===== src/rtl/butterfly2_param.sv =====
// Pipelined radix-2 DIT butterfly with twiddle multiply on the B leg.
// It generates its own twiddle ROM address and applies optional /2 scaling, rounding and saturation.
module butterfly2_param #(
   parameter int   DW    = 16,
   parameter int   TW    = 16,
   parameter int   LOG2N = 10,
   parameter logic SCALE = 1'b1,
   parameter int   SW    = 4
) (
   input  logic                 clk,
   input  logic                 rst,
   input  logic                 ce,
   input  logic                 sop,
   input  logic [SW-1:0]        stage,
   input  logic                 scale_en,
   input  logic                 in_valid,
   input  logic signed [DW-1:0] dina_r,
   input  logic signed [DW-1:0] dina_i,
   input  logic signed [DW-1:0] dinb_r,
   input  logic signed [DW-1:0] dinb_i,
   output logic [LOG2N-2:0]     rom_ad,
   input  logic [2*TW-1:0]      rom_out,
   output logic                 out_valid,
   output logic signed [DW-1:0] douta_r,
   output logic signed [DW-1:0] douta_i,
   output logic signed [DW-1:0] doutb_r,
   output logic signed [DW-1:0] doutb_i,
   output logic                 ovf
);

   // Handshake: a pair is accepted on every ce edge with in_valid=1 (no backpressure);
   // out_valid=1 marks a fresh result registered on a ce edge exactly 4 ce-cycles later.
   localparam int AW = LOG2N - 1;
   localparam int PW = DW + TW;
   localparam logic signed [PW:0]   RND  = (PW+1)'(1) << (TW-2);
   localparam logic signed [DW+1:0] ONE  = (DW+2)'(1);
   localparam logic signed [DW+1:0] MAXV = {3'b000, {(DW-1){1'b1}}};
   localparam logic signed [DW+1:0] MINV = {3'b111, {(DW-1){1'b0}}};

   function automatic logic [AW-1:0] twiddle_addr(input logic [AW-1:0] jj, input logic [SW-1:0] s);
      logic [AW-1:0] mask;
      int            sh;
      sh   = (int'(s) > AW) ? 0 : AW - int'(s);
      mask = ~({AW{1'b1}} << s);
      return (jj & mask) << sh;
   endfunction

   // Returns {saturated, value}.
   function automatic logic [DW:0] sat_scale(input logic signed [DW+1:0] x, input logic sc);
      logic signed [DW+1:0] y;
      y = sc ? ((x + ONE) >>> 1) : x;
      if (y > MAXV)      return {1'b1, MAXV[DW-1:0]};
      else if (y < MINV) return {1'b1, MINV[DW-1:0]};
      return {1'b0, y[DW-1:0]};
   endfunction

   logic [AW-1:0] j, j_eff;
   logic [SW-1:0] stage_q, s_eff;
   logic          scale_q, sc_eff;

   assign j_eff  = sop ? '0 : j;
   assign s_eff  = sop ? stage : stage_q;
   assign sc_eff = sop ? scale_en : scale_q;

   always_ff @(posedge clk or negedge rst) begin
      if (!rst) begin
         j       <= '0;
         stage_q <= '0;
         scale_q <= SCALE;
         rom_ad  <= '0;
      end else if (ce) begin
         if (sop) begin
            stage_q <= stage;
            scale_q <= scale_en;
         end
         if (in_valid) begin
            j      <= j_eff + 1'b1;
            rom_ad <= twiddle_addr(j_eff, s_eff);
         end else if (sop) begin
            j <= '0;
         end
      end
   end

   logic                 v1, v2, v3, sc1, sc2, sc3;
   logic signed [DW-1:0] a1_r, a1_i, b1_r, b1_i;
   logic signed [DW-1:0] a2_r, a2_i, b2_r, b2_i;
   logic signed [DW-1:0] a3_r, a3_i;
   logic signed [PW-1:0] p_rr, p_ii, p_ri, p_ir;
   logic signed [TW-1:0] w_r, w_i;

   assign w_r = rom_out[2*TW-1:TW];
   assign w_i = rom_out[TW-1:0];

   // Stage 2 only waits for the registered ROM read; products are formed once rom_out is valid.
   always_ff @(posedge clk or negedge rst) begin
      if (!rst) begin
         v1 <= 1'b0; v2 <= 1'b0; v3 <= 1'b0;
         sc1 <= 1'b0; sc2 <= 1'b0; sc3 <= 1'b0;
         a1_r <= '0; a1_i <= '0; b1_r <= '0; b1_i <= '0;
         a2_r <= '0; a2_i <= '0; b2_r <= '0; b2_i <= '0;
         a3_r <= '0; a3_i <= '0;
         p_rr <= '0; p_ii <= '0; p_ri <= '0; p_ir <= '0;
      end else if (ce) begin
         v1   <= in_valid;
         sc1  <= sc_eff;
         a1_r <= dina_r;
         a1_i <= dina_i;
         b1_r <= dinb_r;
         b1_i <= dinb_i;
         v2   <= v1;
         sc2  <= sc1;
         a2_r <= a1_r;
         a2_i <= a1_i;
         b2_r <= b1_r;
         b2_i <= b1_i;
         v3   <= v2;
         sc3  <= sc2;
         a3_r <= a2_r;
         a3_i <= a2_i;
         p_rr <= PW'(b2_r) * PW'(w_r);
         p_ii <= PW'(b2_i) * PW'(w_i);
         p_ri <= PW'(b2_r) * PW'(w_i);
         p_ir <= PW'(b2_i) * PW'(w_r);
      end
   end

   logic signed [PW:0]   tr_full, ti_full;
   logic signed [DW:0]   t_r, t_i;
   logic signed [DW+1:0] sum_r, sum_i, dif_r, dif_i;
   logic [DW:0]          qa_r, qa_i, qb_r, qb_i;
   logic                 any_sat;
   logic                 unused_bits;

   // Selecting bits [TW-1+DW : TW-1] is the arithmetic shift by TW-1 kept to DW+1 bits.
   always_comb begin
      tr_full = (PW+1)'(p_rr) - (PW+1)'(p_ii) + RND;
      ti_full = (PW+1)'(p_ri) + (PW+1)'(p_ir) + RND;
      t_r     = tr_full[TW-1 +: DW+1];
      t_i     = ti_full[TW-1 +: DW+1];
      sum_r   = (DW+2)'(a3_r) + (DW+2)'(t_r);
      sum_i   = (DW+2)'(a3_i) + (DW+2)'(t_i);
      dif_r   = (DW+2)'(a3_r) - (DW+2)'(t_r);
      dif_i   = (DW+2)'(a3_i) - (DW+2)'(t_i);
      qa_r    = sat_scale(sum_r, sc3);
      qa_i    = sat_scale(sum_i, sc3);
      qb_r    = sat_scale(dif_r, sc3);
      qb_i    = sat_scale(dif_i, sc3);
      any_sat = qa_r[DW] | qa_i[DW] | qb_r[DW] | qb_i[DW];
   end

   assign unused_bits = ^{tr_full[PW], tr_full[TW-2:0], ti_full[PW], ti_full[TW-2:0]};

   always_ff @(posedge clk or negedge rst) begin
      if (!rst) begin
         out_valid <= 1'b0;
         douta_r   <= '0;
         douta_i   <= '0;
         doutb_r   <= '0;
         doutb_i   <= '0;
         ovf       <= 1'b0;
      end else if (ce) begin
         out_valid <= v3;
         if (v3) begin
            douta_r <= qa_r[DW-1:0];
            douta_i <= qa_i[DW-1:0];
            doutb_r <= qb_r[DW-1:0];
            doutb_i <= qb_i[DW-1:0];
         end
         if (sop)                ovf <= v3 & any_sat;
         else if (v3 && any_sat) ovf <= 1'b1;
      end
   end

endmodule


===== config.mk =====
export PLATFORM = sky130hd
export DESIGN_NAME = butterfly2_param
export DESIGN_NICKNAME = d
export VERILOG_FILES = /design/src/rtl/butterfly2_param.sv
export SDC_FILE = /design/constraint.sdc
export NUM_CORES = 2
export LEC_CHECK = 0
export ABC_AREA = 1
export CORE_MARGIN = 3
export CORE_UTILIZATION = 38
export CTS_CLUSTER_DIAMETER = 120
export DETAILED_ROUTE_END_ITERATION = 7
export SKIP_CTS_REPAIR_TIMING = 1
export SYNTH_ARGS = -nofsm -noshare
export SYNTH_HDL_FRONTEND = slang
export SYNTH_SLANG_ARGS = --single-unit

===== constraint.sdc =====
create_clock -name clk -period 7.25 [get_ports clk]
set_input_delay 1.45 -clock clk [delete_from_list [all_inputs] [get_ports clk]]
set_output_delay 1.45 -clock clk [all_outputs]
set_load 0.1 [all_outputs]

==> metrics.md <==
| Metric | Value |
|---|---|
| Routed vias | 54,114 |
| Post-Syn Nets | 10,061 |
| Mean number of vias per cell | 4.84 |
| Core Rows | 150 |
| CTS tree | built |
| Max cap viols | 0 |
| Syn Std Cell Area | 0.0648 mm² |
| Share of Yosys cell area claimed by the top area cell type | 0.325 |
| Most frequent cells in the layout | nand2_1 (2,420), inv_1 (1,995), fa_1 (1,049), buf_4 (587), ha_1 (521) |
| Core area | 0.168 mm² |
| Port buffer count | 180 |
| Synthesis-to-layout area growth | 16.2% |
| Initial antenna violation count | 0 |
| ANT nets after route | 0 |
| Skew final | 0.0398 ns |
| Commonest non-fill, non-tap cell in the layout | nand2_1 |
| Main synth FF type | dfrtp_1 |
| Die area | 0.175 mm² |
| Critical-path cell list | clkdlybuf4s50_1 > buf_12 > buf_4 > nand2_1 > inv_1 > fa_1 > buf_4 > fa_1 > buf_4 > fa_1 > inv_1 > fa_1 > fa_1 > fa_1 > inv_1 > ha_1 > a21oi_1 > o21ai_0 > a21oi_1 > o211ai_1 > or2_2 > a31oi_1 |
| DRC violations left | 0 |
| Die X-Extent | 419 µm |
| Max Clk Rate | 143 MHz |
| Vias in the first global route | 56,089 |
| HP Start | v3 |
| GRT Util Overall | 0.225 |
| Drt first pass iters | 5 |
| Pin count of the biggest net entering global routing | 181 |
| GRT overflow | 0 |
| Crit Reg-Reg Startpoint | b2_i[7] |
| Final period util | 0.967 |
| Initial Util | 0.385 |
| Final Net Count | 10,608 |
| Synth top area cells | fa_1 (33%), dfrtp_1 (15%), nand2_1 (14%) |
| Synth Instances | 8,382 |
| Seq/Total Area, Yosys | 0.148 |
| Setup-failing EPs final | 0 |
| Slowest CP cell | fa_1 |
| Distinct cells, synth | 67 |
| Worst path required time | 7.82 ns |
| FF+latch count, synth | 383 |
| First-pass GRT wire length | 312,000 µm |
| Least-Margin Pin Slew | 1.06 ns |
| Synth warn | 0 |
| Avg WL per Cell | 17.2 µm |
| Root buffer cell | clkbuf_16 |
| CP startpoint | rom_out[17] |
| GP Congestion | 0.947 |
| Setup TNS | 0 ns |
| Longest Clk Path Bufs | 3 |
| Crit. End Element | flip-flop |
| Fin. Hold Viols | 0 |
| Critical Path Max Stage Delay | 0.58 ns |
| Arrival time worst endpoint | 7.58 ns |
| Post-Route WL | 193,000 µm |
| Share of layout cells above drive strength 1 | 0.0991 |
| Min Tclk post-route | 7.01 ns |
| Slew HR | 0.288 |
| Crit path max fanout | 17 |
| CTS buffer count | 51 |
| Iteration-0 DRC count of the detailed router | 3,644 |
| Mean post-synth cell area | 7.73 µm² |
| Htree depth | 2 |
| Number of synthesized flops with an enable pin | 0 |
| Most frequent CP cell | fa_1 |
| Hpwl dp | 159,000 µm |
| Clock-pin slew on the worst setup and hold paths | 0.06 ns |
| Clk sinks | 383 |
| RSZ-0062 raised after global routing | no |
| Fillcell total | 16,957 |
| Largest area contributor in the netlist | fa_1 |
| Height of the die | 419 µm |
| Crit Path Category | in -> reg |
| Ys async rst share | 1.00 |
| CP Launch Type | input port |
| Clk Latency, worst-skew pair | 0.68 ns |
| Worst hold path type | reg -> reg |
| Top-Level Pins | 181 |
| Outcome | finished, final reports clean |
| Max Slew Vio Count | 0 |
==> Yosys cell counts (3+ instances only) <==
master	number
ha_1	521
a21oi_4	4
buf_2	19
o22ai_1	13
and2_1	9
inv_2	21
nor3_1	31
nand3b_1	4
nand3_1	175
nand3_2	9
xor2_1	102
a21boi_1	5
buf_6	11
a211oi_1	6
o21ai_0	312
inv_1	1995
nor2_4	5
a21boi_0	3
o21ai_1	15
nor4_1	12
nor2_2	16
buf_1	7
fa_1	1052
dfrtp_1	382
or2_2	17
clkinv_1	3
a21o_1	9
o21bai_1	13
nand4_1	60
a21oi_1	280
buf_4	12
a21oi_2	30
nor3_2	3
o211ai_2	3
xnor2_1	89
o211ai_1	36
clkbuf_1	271
o31ai_1	8
o221ai_1	4
o21a_1	8
nor2_1	309
nand2_1	2420
a31oi_1	24
nand2_2	25
==> layout make-up <==
class / count / area [µm²] / area share
inverter: 2019 / 7590 / 0.101
sequential: 383 / 9590 / 0.127
tap: 2204 / 2760 / 0.0366
timing repair buffer: 817 / 7220 / 0.0959
multi-input combinational: 5657 / 46300 / 0.615
antenna: 2 / 5.00 / 0.0000665
clock inverter: 29 / 410 / 0.00545
clock buffer: 66 / 1440 / 0.0192
==> worst paths after layout <==
| path | slack, ns | end | cells after the start |
|---|---|---|---|
| worst max-delay path | 0.24 | p_ir[29] | 22 |
| worst min-delay path | 0.47 | v3 | 2 |
| worst max register to register | 0.63 | p_ii[25] | 23 |
| worst min register to register | 0.47 | v3 | 2 |
| max in group asynchronous | 5.21 | sc3 | 2 |
| min in group asynchronous | 0.71 | a2_i[5] | 1 |
==> sequential cells by signal (all words and copies together) (netlist names), 32 cells and up <==
name / count
p_ii: 32
p_ri: 32
p_rr: 32
p_ir: 32
==> per-layer routing <==
metal	vias up	GRT usage	part of all wire	wire, µm
met3	205	0.0281	0.059	11500
li1	25901	-	-	-
met4	0	0.0611	0.029	5680
met2	1426	0.367	0.46	88800
met1	26582	0.315	0.45	86800
met5	-	0	0	0
==> critical path, delay by kind of cell <==
family / cells / cell delay (ns)
adders and majority gates: 7 / 3.35
buffers and inverters: 8 / 1.52
AOI/OAI and AO/OA: 5 / 0.90
and+or+nand+nor: 2 / 0.34
==> per-stage QoR <==
| stage | hold slack [ns] | setup WS [ns] | util | instance area (µm²) | cells |
|---|---|---|---|---|---|
| 5_1_grt | 0.492 | 0.00143 | 0.448 | 75300 | 11175 |
| 2_1_floorplan | 0.442 | 0.380 | - | 64800 | 8382 |
| 3_3_place_gp | 0.455 | -0.446 | 0.436 | 73400 | 11080 |
| 3_5_place_dp | 0.459 | -0.439 | 0.436 | 73400 | 11080 |
| 6_report | 0.468 | 0.240 | 0.448 | 75300 | 11177 |
| 4_1_cts | 0.474 | 0.243 | 0.447 | 75200 | 11175 |
==> logic make-up (layout without fill, tap and decap cells) <==
| logic type | count (synthesis) | after routing | synth area share |
|---|---|---|---|
| other cells | 0 | 2 | 0 |
| fa+ha+maj | 1573 | 1573 | 0.426 |
| simple gates | 3103 | 3103 | 0.192 |
| buf+inv | 2342 | 2931 | 0.138 |
| compound gates | 788 | 788 | 0.0692 |
| flops | 383 | 383 | 0.148 |
| xor+xnor | 193 | 193 | 0.0265 |
Power is not shown: default switching activity piles up to over one toggle a cycle in this logic, so the estimate is an artifact.
